==> src/rtl/uart_pkg.sv <==
`default_nettype none
// ---- uart_pkg : shared UART widths, defaults and sizing helper -- rev 1.0 ----
package uart_pkg;

  localparam int UART_DATA_W       = 8;
  localparam int TX_FIFO_DEPTH_DEF = 16;

  typedef logic [UART_DATA_W-1:0] uart_byte_t;

  // Ceiling log2 with a fixed loop bound so it elaborates as a constant function.
  function automatic int clog2(input int value);
    int res;
    res = 0;
    for (int i = 0; i < 31; i++) begin
      if ((32'sd1 << i) < value) res = i + 1;
    end
    return res;
  endfunction

endpackage
`default_nettype wire

==> src/rtl/uart_tx_fifo_if.sv <==
`default_nettype none
// ---- uart_tx_fifo_if : write/read strobes and status of the TX FIFO -- rev 1.0 ----
interface uart_tx_fifo_if
  import uart_pkg::*;
#(
  parameter int WIDTH = UART_DATA_W,
  parameter int DEPTH = TX_FIFO_DEPTH_DEF
);

  localparam int CW = clog2(DEPTH) + 1;

  logic             fifo_flush;
  logic             fifo_write_tx;
  logic [WIDTH-1:0] tx_din;
  logic             fifo_read_tx;
  logic [WIDTH-1:0] tx_dout_reg;
  logic             fifo_empty;
  logic             fifo_full;
  logic             fifo_afull;
  logic [CW-1:0]    fifo_count;
  logic             overflow;
  logic             underflow;

  modport master (
    output fifo_flush, fifo_write_tx, tx_din, fifo_read_tx,
    input  tx_dout_reg, fifo_empty, fifo_full, fifo_afull, fifo_count, overflow, underflow
  );

  modport slave (
    input  fifo_flush, fifo_write_tx, tx_din, fifo_read_tx,
    output tx_dout_reg, fifo_empty, fifo_full, fifo_afull, fifo_count, overflow, underflow
  );

endinterface
`default_nettype wire

==> src/rtl/uart_fifo_ram.sv <==
`default_nettype none
// ---- uart_fifo_ram : simple dual-port RAM, sync write, registered read -- rev 1.0 ----
module uart_fifo_ram
  import uart_pkg::*;
#(
  parameter int WIDTH = UART_DATA_W,
  parameter int DEPTH = TX_FIFO_DEPTH_DEF,
  parameter int AW    = clog2(DEPTH)
) (
  input  wire logic             clk,
  input  wire logic             reset_n,
  input  wire logic             we_i,
  input  wire logic [AW-1:0]    waddr_i,
  input  wire logic [WIDTH-1:0] wdata_i,
  input  wire logic             re_i,
  input  wire logic [AW-1:0]    raddr_i,
  output logic      [WIDTH-1:0] rdata_o
);

  logic [WIDTH-1:0] mem_q [DEPTH];
  logic [WIDTH-1:0] rdata_q;

  // Storage array carries no reset so it can map onto block RAM.
  always_ff @(posedge clk) begin
    if (we_i) mem_q[waddr_i] <= wdata_i;
  end

  // Read-before-write: a same-address read returns the old word.
  always_ff @(posedge clk) begin
    if (!reset_n) begin
      rdata_q <= '0;
    end else if (re_i) begin
      rdata_q <= mem_q[raddr_i];
    end
  end

  assign rdata_o = rdata_q;

endmodule
`default_nettype wire

==> src/rtl/uart_tx_fifo.sv <==
`default_nettype none
// ---- uart_tx_fifo : CoreUARTapb transmit FIFO with registered head data -- rev 1.0 ----
module uart_tx_fifo
  import uart_pkg::*;
#(
  parameter int DEPTH       = TX_FIFO_DEPTH_DEF,
  parameter int WIDTH       = UART_DATA_W,
  parameter int AFULL_LEVEL = 12
) (
  input wire logic clk,
  input wire logic reset_n,
  uart_tx_fifo_if.slave bus
);

  localparam int          AW       = clog2(DEPTH);
  localparam int          CW       = AW + 1;
  localparam logic [CW-1:0] FULL_CNT  = CW'(DEPTH);
  localparam logic [CW-1:0] AFULL_CNT = CW'(AFULL_LEVEL);

  logic [AW-1:0] wptr_q, wptr_d;
  logic [AW-1:0] rptr_q, rptr_d;
  logic [CW-1:0] count_q, count_d;
  logic          empty_q, full_q, afull_q;
  logic          ovf_q, ovf_d;
  logic          unf_q, unf_d;
  logic          rd_ok_d, wr_ok_d;
  logic [WIDTH-1:0] rdata_d;

  always_comb begin
    rd_ok_d = ~bus.fifo_read_tx & (count_q != '0) & ~bus.fifo_flush;
    // A pop in the same cycle frees the slot, so a full FIFO still accepts the write.
    wr_ok_d = ~bus.fifo_write_tx & ((count_q != FULL_CNT) | rd_ok_d) & ~bus.fifo_flush;

    wptr_d  = wptr_q;
    rptr_d  = rptr_q;
    count_d = count_q;
    ovf_d   = ovf_q;
    unf_d   = unf_q;

    if (bus.fifo_flush) begin
      wptr_d  = '0;
      rptr_d  = '0;
      count_d = '0;
      ovf_d   = 1'b0;
      unf_d   = 1'b0;
    end else begin
      if (wr_ok_d) wptr_d = wptr_q + 1'b1;
      if (rd_ok_d) rptr_d = rptr_q + 1'b1;
      case ({wr_ok_d, rd_ok_d})
        2'b10:   count_d = count_q + 1'b1;
        2'b01:   count_d = count_q - 1'b1;
        default: count_d = count_q;
      endcase
      if (~bus.fifo_write_tx & ~wr_ok_d) ovf_d = 1'b1;
      if (~bus.fifo_read_tx  & ~rd_ok_d) unf_d = 1'b1;
    end
  end

  always_ff @(posedge clk) begin
    if (!reset_n) begin
      wptr_q  <= '0;
      rptr_q  <= '0;
      count_q <= '0;
      empty_q <= 1'b1;
      full_q  <= 1'b0;
      afull_q <= 1'b0;
      ovf_q   <= 1'b0;
      unf_q   <= 1'b0;
    end else begin
      wptr_q  <= wptr_d;
      rptr_q  <= rptr_d;
      count_q <= count_d;
      empty_q <= (count_d == '0);
      full_q  <= (count_d == FULL_CNT);
      afull_q <= (count_d >= AFULL_CNT);
      ovf_q   <= ovf_d;
      unf_q   <= unf_d;
    end
  end

  uart_fifo_ram #(
    .WIDTH (WIDTH),
    .DEPTH (DEPTH),
    .AW    (AW)
  ) u_ram (
    .clk     (clk),
    .reset_n (reset_n),
    .we_i    (wr_ok_d),
    .waddr_i (wptr_q),
    .wdata_i (bus.tx_din),
    .re_i    (rd_ok_d),
    .raddr_i (rptr_q),
    .rdata_o (rdata_d)
  );

  assign bus.tx_dout_reg = rdata_d;
  assign bus.fifo_empty  = empty_q;
  assign bus.fifo_full   = full_q;
  assign bus.fifo_afull  = afull_q;
  assign bus.fifo_count  = count_q;
  assign bus.overflow    = ovf_q;
  assign bus.underflow   = unf_q;

endmodule
`default_nettype wire
==> src/flat_wrapper.sv <==
// flat-port wrapper written by rule: the top's interface ports become plain ports
module uart_tx_fifo_flat import uart_pkg::*;
#(
  parameter int DEPTH       = TX_FIFO_DEPTH_DEF,
  parameter int WIDTH       = UART_DATA_W,
  parameter int AFULL_LEVEL = 12
)
  (clk, reset_n, bus_fifo_flush, bus_fifo_write_tx, bus_tx_din, bus_fifo_read_tx, bus_tx_dout_reg, bus_fifo_empty, bus_fifo_full, bus_fifo_afull, bus_fifo_count, bus_overflow, bus_underflow);
  uart_tx_fifo_if #(.WIDTH(WIDTH), .DEPTH(DEPTH)) bus_i ();
  input wire logic clk;
  input wire logic reset_n;
  input wire logic [$bits(bus_i.fifo_flush)-1:0] bus_fifo_flush;
  input wire logic [$bits(bus_i.fifo_write_tx)-1:0] bus_fifo_write_tx;
  input wire logic [$bits(bus_i.tx_din)-1:0] bus_tx_din;
  input wire logic [$bits(bus_i.fifo_read_tx)-1:0] bus_fifo_read_tx;
  output wire logic [$bits(bus_i.tx_dout_reg)-1:0] bus_tx_dout_reg;
  output wire logic [$bits(bus_i.fifo_empty)-1:0] bus_fifo_empty;
  output wire logic [$bits(bus_i.fifo_full)-1:0] bus_fifo_full;
  output wire logic [$bits(bus_i.fifo_afull)-1:0] bus_fifo_afull;
  output wire logic [$bits(bus_i.fifo_count)-1:0] bus_fifo_count;
  output wire logic [$bits(bus_i.overflow)-1:0] bus_overflow;
  output wire logic [$bits(bus_i.underflow)-1:0] bus_underflow;
  assign bus_i.fifo_flush = bus_fifo_flush;
  assign bus_i.fifo_write_tx = bus_fifo_write_tx;
  assign bus_i.tx_din = bus_tx_din;
  assign bus_i.fifo_read_tx = bus_fifo_read_tx;
  assign bus_tx_dout_reg = bus_i.tx_dout_reg;
  assign bus_fifo_empty = bus_i.fifo_empty;
  assign bus_fifo_full = bus_i.fifo_full;
  assign bus_fifo_afull = bus_i.fifo_afull;
  assign bus_fifo_count = bus_i.fifo_count;
  assign bus_overflow = bus_i.overflow;
  assign bus_underflow = bus_i.underflow;
  uart_tx_fifo #(.DEPTH(DEPTH), .WIDTH(WIDTH), .AFULL_LEVEL(AFULL_LEVEL)) u_core (.clk(clk), .reset_n(reset_n), .bus(bus_i));
endmodule
==> config.mk <==
export PLATFORM = sky130hd
export DESIGN_NAME = uart_tx_fifo_flat
export DESIGN_NICKNAME = d
export VERILOG_FILES = /design/src/rtl/uart_pkg.sv /design/src/rtl/uart_tx_fifo_if.sv /design/src/rtl/uart_fifo_ram.sv /design/src/rtl/uart_tx_fifo.sv /design/src/flat_wrapper.sv
export SDC_FILE = /design/constraint.sdc
export NUM_CORES = 1
export LEC_CHECK = 0
export CAP_MARGIN = 25
export CORE_ASPECT_RATIO = 0.6
export CORE_MARGIN = 2
export CORE_UTILIZATION = 40
export CTS_CLUSTER_DIAMETER = 30
export DETAILED_ROUTE_END_ITERATION = 16
export SYNTH_ARGS = -nofsm -noshare
export SYNTH_HDL_FRONTEND = slang
export SYNTH_SLANG_ARGS = --single-unit
==> constraint.sdc <==
create_clock -name clk -period 5.7 [get_ports clk]
set_input_delay 1.71 -clock clk [delete_from_list [all_inputs] [get_ports clk]]
set_output_delay 1.71 -clock clk [all_outputs]
set_load 0.01 [all_outputs]
# After elaboration in Yosys (flattened, before gate mapping)
# Memory sizes are Yosys's and may differ from the RTL's. A register that Yosys moved wholly into a read port is not among the register bits.
# Index checks and enable logic that the tools add are counted.
# Widths: inputs -> output; s select.
# totals
reg_bits,18
ramBits,128
inputBits,13
output_inout_bits,18
wordCells,39
n_memories,1
# classes
addsub,4
n_lt_le_gt_ge,1
eq_ne,4
muxes,4
bitwise,13
n_reduce_logical,4
# memory_table
name,depth,width,read_ports,rd_ports_with_merged_regs,write_ports,line_no,rtl
u_core.u_ram.mem_q,16,8,1,1,1,uart_fifo_ram.sv:20,logic [WIDTH-1:0] mem_q [DEPTH];
# op_table
operator,count
$pmux 5 s2,1
$add 4x1->4 const B,2
$and 1x1->1,6
$not 1->1,6
$add 5x1->5 const B,1
$eq 5x5->1 const B,1
$ge 5x4->1 const B,1
$logic_not 5->1,1
$mux 5,1
$ne 5x5->1 const B,1
$reduce_bool 5->1,1
$sub 5x1->5 const B,1
$eq 2x1->1 const B,1
$eq 2x2->1 const B,1
$mux 1,2
$reduce_or 2->1,1
$logic_not 1->1,1
$or 1x1->1,1

# Logic depth before layout (Yosys ltp)
# Gate-level depths: netlist of run 1.
# depth
depth_word,10
ltp_mapped,13

# Hierarchy
# Synthesis of run 1 repeated with hierarchy kept, for this count alone.
# unflattened
cells_unflattened,418
hier_area_um2,6298.5
# modules_own_cells
module,instances,cells_per_inst,area_per_inst_um2,seq_area_each_um2
uart_fifo_ram,1,318,5351.4,4003.8
uart_tx_fifo,1,100,947.2,360.3

# Worst setup path before layout of run 1
# Ideal clock, no wire load.
# synth_path
kind,input -> register
start,in bus_fifo_flush
end,reg u_core.afull_q (netlist: u_core.bus.fifo_afull)
setup_ns,0.129
arrival_ns,3.764
setup_slack_ns,1.807
path_stages,11
path_buffers,1
cell_sequence,a311oi_4 -> inv_1 -> ha_1 -> buf_2 -> xor2_1 -> ha_1 -> a21oi_1 -> mux2i_1 -> xor2_1 -> nor3_1 -> o21bai_1
# synth_via
elab_chain_len,9
# synth_lines
element,line_no,rtl
"start, declared",flat_wrapper.sv:12,input wire logic [$bits(bus_i.fifo_flush)-1:0] bus_fifo_flush;
$not 1->1,"uart_tx_fifo.sv:30, uart_tx_fifo.sv:32",
$and 1x1->1,uart_tx_fifo.sv:30,rd_ok_d = ~bus.fifo_read_tx & (count_q != '0) & ~bus.fifo_flush;
$or 1x1->1,uart_tx_fifo.sv:32,wr_ok_d = ~bus.fifo_write_tx & ((count_q != FULL_CNT) | rd_ok_d) & ~bus.fifo_flush;
$and 1x1->1 (2 in a row),uart_tx_fifo.sv:32,
$eq 2x1->1 / $eq 2x2->1 (equally long branches),uart_tx_fifo.sv:49,"case ({wr_ok_d, rd_ok_d})"
$pmux 5 s2,uart_tx_fifo.sv:49,
$mux 5 *,uart_tx_fifo.sv:40,if (bus.fifo_flush) begin
$ge 5x4->1 *,uart_tx_fifo.sv:75,afull_q <= (count_d >= AFULL_CNT);
"end signal, assigned",uart_tx_fifo.sv:75,
"end, declared",uart_tx_fifo.sv:23,"logic empty_q, full_q, afull_q;"
# Every way passes the cells marked *; elsewhere a longest branch is shown, timed or not.
# A chain may end at the register's enable or synchronous reset.

# Worst setup path in the final report of run 1
# layout_path
start,in bus_fifo_read_tx
end,reg u_core.afull_q (netlist: u_core.bus.fifo_afull)
# layout_via
elab_chain_len,10
# layout_lines
element,line_no,rtl
"start, declared",flat_wrapper.sv:15,input wire logic [$bits(bus_i.fifo_read_tx)-1:0] bus_fifo_read_tx;
$not 1->1 *,uart_tx_fifo.sv:30,
$and 1x1->1 * (2 in a row),uart_tx_fifo.sv:30,
$or 1x1->1,uart_tx_fifo.sv:32,
$and 1x1->1 (2 in a row),uart_tx_fifo.sv:32,
$eq 2x1->1 / $eq 2x2->1 (equally long branches),uart_tx_fifo.sv:49,
$pmux 5 s2 *,uart_tx_fifo.sv:49,
$mux 5 *,uart_tx_fifo.sv:40,
$ge 5x4->1 *,uart_tx_fifo.sv:75,
# Marks and branches as above.

==> metrics.csv, run 1 <==
stage,metric,value,unit
route,post_drt_wl_per_cell,20.1,um
sta,setup-violations-final,0,
setup_path,endpoint_kind,register,
cells_and_area,drive_above_1_share,0.193,
outcome,outcome,completed,
clocking,cts_resized,0,
placed_design,portBuffers,30,
cells_and_area,postLayoutCoreUtil,0.474,
cells_and_area,syn2layout_area_growth,17.3,%
flow_run,cap_violations,0,
setup_path,cp.required,5.98,ns
synthesis,ys.warnings.count,0,
power_and_ir_drop,power_density,326,nW/um^2
floorplan,dieWidth,164,um
clocking,clkTransAtPathRegs,0.07,ns
synthesis,yosysSeqAreaShare,0.710,
power_and_ir_drop,ir_drop,157,uV
synthesis,synth_edf_count,128,
route,ant_nets,0,
sta,whs,0.473,ns
synthesis,syn_area_per_cell,17.3,sq um
synthesis,syn-cell-area,6150,sq um
setup_path,r2r-end,u_core.bus.fifo_afull$_SDFF_PN0_,
clocking,postCtsSetupRepairBufs,0,
clocking,ctsHoldBuffers,0,
clocking,cts_root_buf,clkbuf_16,
synthesis,ys_ff_latch,154,
synthesis,synthFlopType,edfxtp_1,
route,drc,0,
synthesis,ys_async_sr_fraction,0,
sta,skew,0.00845,ns
cells_and_area,diodes,0,
route,firstDrtPassIters,4,
clocking,cts.path.max_buffers,2,
sta,slew_headroom,0.367,
synthesis,synthCells,356,
clocking,cts_made_buffers,17,
sta,max_freq,234,MHz
setup_path,start_kind,primary input,
setup_path,crit_start,bus_fifo_read_tx,
setup_path,r2r-start,u_core.bus.fifo_count[1]$_SDFF_PN0_,
route,viasPerCell,5.33,
sta,rsz0062_at_grt,false,
power_and_ir_drop,cellLeakagePower,2.29,nW
floorplan,start_util,0.405,
setup_path,arrival,4.56,ns
sta,timing.final.hold_violations,0,
route,drtIter0Drc,190,
floorplan,placementRows,35,
clocking,cts.sinks,154,
setup_path,slowest_stage,clkdlybuf4s50_1,
setup_path,crit_end,u_core.bus.fifo_afull$_SDFF_PN0_,
floorplan,fp.dieH,100,um
clocking,htreeDepth,4,
min_path,hp-class,reg -> reg,
floorplan,die_area,16400,sq um
route,vias,3243,
synthesis,syn_nets,377,
clocking,cts_tree,done,
sta,fin_crit_sh,0.750,
sta,tightest_slew,0.946,ns
grt,gr-total-overflow,0,
setup_path,crit_chain,clkdlybuf4s50_1 -> a311oi_4 -> inv_1 -> ha_1 -> xor2_1 -> ha_1 -> a21oi_1 -> mux2i_1 -> xor2_1 -> nor3_1 -> o21bai_1,
setup_path,worstPathMaxFanout,9,
sta,fin_crit,4.28,ns
grt,grt_pass1_wl,18700,um
placed_design,gp_congestion,0.739,
setup_path,reg2reg_depth,11,
grt,grt_antenna_before_repair,0,
setup_path,max_stage_delay,0.53,ns
cells_and_area,nNetsFinal,413,
route,finalWirelength,12200,um
floorplan,io_pins,31,
grt,grt_pass1_vias,3160,
clocking,clk_latency,0.42,ns
grt,grtUsageTotal,0.159,
setup_path,r2r_setup_slack,2.47,ns
grt,grt_max_degree,36,
placed_design,dp_hpwl,7990,um
setup_path,path_class,in -> reg,
sta,fin_setup_tns,0,ns
floorplan,core,15200,sq um
sta,slew_violations,0,
synthesis,ys_types,38,
[synth_stat cells (5+ instances only)]
cell type / count / area share
nor2_1: 43 / 0.026
buf_2: 7 / 0.0057
nor3_1: 5 / 0.0041
xor2_1: 7 / 0.010
o22ai_1: 8 / 0.0081
a22o_1: 16 / 0.023
clkbuf_1: 8 / 0.0049
mux4_2: 32 / 0.12
nand3_1: 5 / 0.0041
nand2_1: 15 / 0.0092
inv_1: 6 / 0.0037
edfxtp_1: 128 / 0.63
ha_1: 8 / 0.016
dfxtp_1: 26 / 0.085
[worst min path at each step]
| stage | cells past startpoint | to | start |
|---|---|---|---|
| 3_5_place_dp | 2 | u_core.u_ram.rdata_o[7]$_SDFFE_PN0N_ | u_core.u_ram.rdata_o[7]$_SDFFE_PN0N_ |
| 6_report | 2 | u_core.u_ram.rdata_o[7]$_SDFFE_PN0N_ | u_core.u_ram.rdata_o[7]$_SDFFE_PN0N_ |
| 4_1_cts | 2 | u_core.u_ram.rdata_o[7]$_SDFFE_PN0N_ | u_core.u_ram.rdata_o[7]$_SDFFE_PN0N_ |
| 3_3_place_gp | 2 | u_core.bus.overflow$_SDFFE_PP0P_ | u_core.bus.overflow$_SDFFE_PP0P_ |
| 5_1_grt | 2 | u_core.u_ram.rdata_o[0]$_SDFFE_PN0N_ | u_core.u_ram.rdata_o[0]$_SDFFE_PN0N_ |
| 2_1_floorplan | 2 | u_core.u_ram.rdata_o[0]$_SDFFE_PN0N_ | u_core.u_ram.rdata_o[0]$_SDFFE_PN0N_ |
[layout by cell type, fill, tap and decap left out, drive strengths merged, types with 2 or more instances in the layout]
master and count:
ha 8, mux2i 3, clkbuf 17, a21oi 3, nor2 43, clkinvlp 3, dfxtp 26, clkdlybuf4s50 30
mux4 32, a211oi 2, clkinv 2, nand4 3, nand2 16, xor2 7, o21ai 2, inv 16
a22o 16, nand2b 4, buf 7, nand3 5, nor2b 3, edfxtp 128, nor3 6, o31ai 2
o22ai 8, xnor2 3
[metrics by stage]
stage | cell area (sq um) | total power [mW] | instances | worst slack (ns)
floorplan | 6150 | 1.28 | 356 | 1.81
global placement | 6650 | 1.32 | 576 | 1.11
detailed placement | 6650 | 1.32 | 576 | 1.01
CTS | 7210 | 2.36 | 608 | 1.43
global route | 7210 | 2.42 | 608 | 1.18
finish | 7210 | 2.35 | 608 | 1.42
[flip-flops by register name, indices dropped and copies added, names as in the netlist, 4 cells and up]
name / cells
u_core.bus.fifo_count: 5
u_core.u_ram.rdata_o: 8
u_core.rptr_q: 4
u_core.wptr_q: 4
u_core.u_ram.mem_q: 128
[per-layer routing]
layer	GRT usage	vias to the layer above	part of all wire
met5	0	-	0
met4	0.0486	0	0.0087
met3	0.0430	11	0.057
met2	0.215	88	0.42
met1	0.249	1674	0.52
li1	-	1470	-
[critical path, delay by kind of cell]
| family | cells | cell delay (ns) |
|---|---|---|
| buf+inv | 2 | 0.67 |
| xor+xnor | 2 | 0.48 |
| compound gates | 3 | 0.82 |
| mux | 1 | 0.22 |
| fa+ha+maj | 2 | 0.56 |
| simple gates | 1 | 0.08 |
[area by class of cell]
type | count | area (sq um)
clock buffers | 17 | 425
clock inverters | 15 | 129
fillers | 1293 | 7990
inverters | 6 | 22.5
multi-input cells | 176 | 1660
flip-flops and latches | 154 | 4370
well taps | 203 | 254
repair buffers | 37 | 353
[kinds of logic after synthesis]
group                    synth area share
flip-flops                          0.710
adder cells (fa/ha/maj)            0.0163
XOR/XNOR                           0.0142
AO/OA/AOI/OAI                      0.0527
multiplexers                        0.122
buffers and inverters              0.0210
AND/OR/NAND/NOR                    0.0637
[where the power goes]
| group | leakage [nW] | switching (mW) | internal (mW) | total (mW) |
|---|---|---|---|---|
| Clock | 0.266 | 0.481 | 0.573 | 1.05 |
| Combinational | 0.664 | 0.0400 | 0.0271 | 0.0671 |
| Sequential | 1.36 | 0.00323 | 1.22 | 1.23 |
| Total | 2.29 | 0.524 | 1.82 | 2.35 |
No activity file was read; power rests on OpenSTA's default activity.
==> run 2: changes to the inputs <==
==> constraint.sdc (replaced) <==
create_clock -name clk -period 3.8 [get_ports clk]
set_input_delay 1.14 -clock clk [delete_from_list [all_inputs] [get_ports clk]]
set_output_delay 1.14 -clock clk [all_outputs]
set_load 0.01 [all_outputs]
==> run 2 against run 1 <==
  * Clock skew decreased by 0.00054 ns
  * Core utilization increased by 1.7 points
  * Setup slack got worse by 0.98 ns
  * Critical path depth unchanged
  * Power increased by 62%
  * Wire length increased by 0.95%
  * Critical path type unchanged
==> metrics.csv, run 2 (synthesized netlist as in run 1, its figures left out) <==
stage,metric,value,unit
placed_design,place_ws,0.0263,ns
clocking,htreeDepth,4,
clocking,clkTransAtPathRegs,0.07,ns
clocking,postCtsSetupRepairBufs,0,
outcome,outcome,completed,
placed_design,place_area,6790,sq um
route,vias,3306,
placed_design,post-place-cells,594,
floorplan,placementRows,35,
clocking,cts.path.max_buffers,2,
min_path,hold_path_depth,2,
route,firstDrtPassIters,5,
sta,fin_crit,3.36,ns
route,drc,0,
sta,slew_headroom,0.458,
placed_design,dp_hpwl,8170,um
min_path,hp-class,reg -> reg,
cells_and_area,diodes,0,
clocking,cts_root_buf,clkbuf_16,
power_and_ir_drop,power_density,511,nW/um^2
grt,grt_pass1_vias,3227,
sta,finalWorstSetupSlack,0.439,ns
floorplan,fp.dieH,100,um
route,post_drt_wl_per_cell,19.7,um
sta,fin_setup_tns,0,ns
power_and_ir_drop,cellLeakagePower,2.45,nW
setup_path,start_kind,primary input,
setup_path,cp.required,4.08,ns
clocking,cts.sinks,154,
setup_path,path_class,in -> reg,
sta,setup-violations-final,0,
grt,grt_antenna_before_repair,0,
flow_run,cap_violations,0,
cells_and_area,instances_no_fill,627,
setup_path,worstPathMaxFanout,4,
route,ant_nets,0,
route,finalWirelength,12400,um
sta,slew_violations,0,
clocking,cts_made_buffers,17,
grt,grt_max_degree,35,
cells_and_area,syn2layout_area_growth,21.5,%
cells_and_area,drive_above_1_share,0.229,
grt,grtUsageTotal,0.162,
placed_design,portBuffers,30,
grt,gr-total-overflow,0,
cells_and_area,regMostFlops,u_core.u_ram.mem_q,
sta,tightest_slew,0.812,ns
sta,max_freq,298,MHz
route,viasPerCell,5.27,
sta,fin_crit_sh,0.884,
floorplan,core,15200,sq um
cells_and_area,final_cell_mix,"128 x edfxtp_1, 43 x nor2_1, 32 x mux4_2, 30 x clkdlybuf4s50_1",
clocking,cts_resized,0,
sta,rsz0062_at_grt,false,
placed_design,gp_congestion,0.798,
setup_path,endpoint_kind,register,
floorplan,die_area,16400,sq um
cells_and_area,nNetsFinal,432,
floorplan,dieWidth,164,um
cells_and_area,largest_reg_flops,128,
clocking,clk_latency,0.42,ns
setup_path,arrival,3.64,ns
cells_and_area,final_common_cell,edfxtp_1,
sta,skew,0.00791,ns
sta,timing.final.hold_violations,0,
clocking,cts_tree,done,
sta,whs,0.471,ns
route,drtIter0Drc,351,
setup_path,reg2reg_depth,11,
floorplan,start_util,0.405,
power_and_ir_drop,ir_drop,265,uV
clocking,ctsHoldBuffers,0,
cells_and_area,fin_area,7470,sq um
floorplan,io_pins,31,
grt,grt_pass1_wl,19100,um
## run 2: worst paths after layout
path                                                            from                              endpoint  slack, ns
worst max register to register   u_core.bus.fifo_count[2]$_SDFF_PN0_      u_core.bus.fifo_afull$_SDFF_PN0_       0.92
worst max-delay path                                  bus_fifo_flush      u_core.bus.fifo_afull$_SDFF_PN0_       0.44
worst min register to register  u_core.u_ram.rdata_o[4]$_SDFFE_PN0N_  u_core.u_ram.rdata_o[4]$_SDFFE_PN0N_       0.47
worst min-delay path            u_core.u_ram.rdata_o[4]$_SDFFE_PN0N_  u_core.u_ram.rdata_o[4]$_SDFFE_PN0N_       0.47
## run 2: area by class of cell
class,count,area (sq um)
repair buffers,56,508
multi-input cells,176,1660
clock buffers,17,425
flip-flops and latches,154,4370
well taps,203,254
inverters,6,22.5
clock inverters,15,234
fillers,1221,7730
## run 2: through the flow
| step | total power [mW] | util |
|---|---|---|
| after global placement | 1.98 | 0.447 |
| after CTS | 3.85 | 0.490 |
| after global routing | 3.93 | 0.491 |
| final | 3.81 | 0.491 |
| after floorplan | 1.92 | - |
| after detailed placement | 1.98 | 0.447 |
## run 2: worst max-delay path: stages
cell and delay (ns):
clkdlybuf4s50_1 0.49, a311oi_4 0.34, inv_1 0.11, ha_1 0.25, xor2_1 0.17, ha_1 0.21
a21oi_1 0.15, mux2i_1 0.25, xor2_1 0.29, nor3_1 0.07, o21bai_1 0.18
## run 2: power by group
| part | total (mW) | switching [mW] | internal [mW] | leakage, nW |
|---|---|---|---|---|
| registers | 1.84 | 0.00531 | 1.83 | 1.36 |
| logic | 0.102 | 0.0592 | 0.0432 | 0.770 |
| clock network | 1.87 | 0.692 | 1.18 | 0.312 |
| total | 3.81 | 0.757 | 3.06 | 2.45 |
## run 2: layer usage
layer,up-vias,share of wire,global-route usage
met1,1677,0.49,0.254
met4,0,0.0098,0.0486
met5,-,0,0
li1,1507,-,-
met2,110,0.42,0.223
met3,12,0.076,0.0384
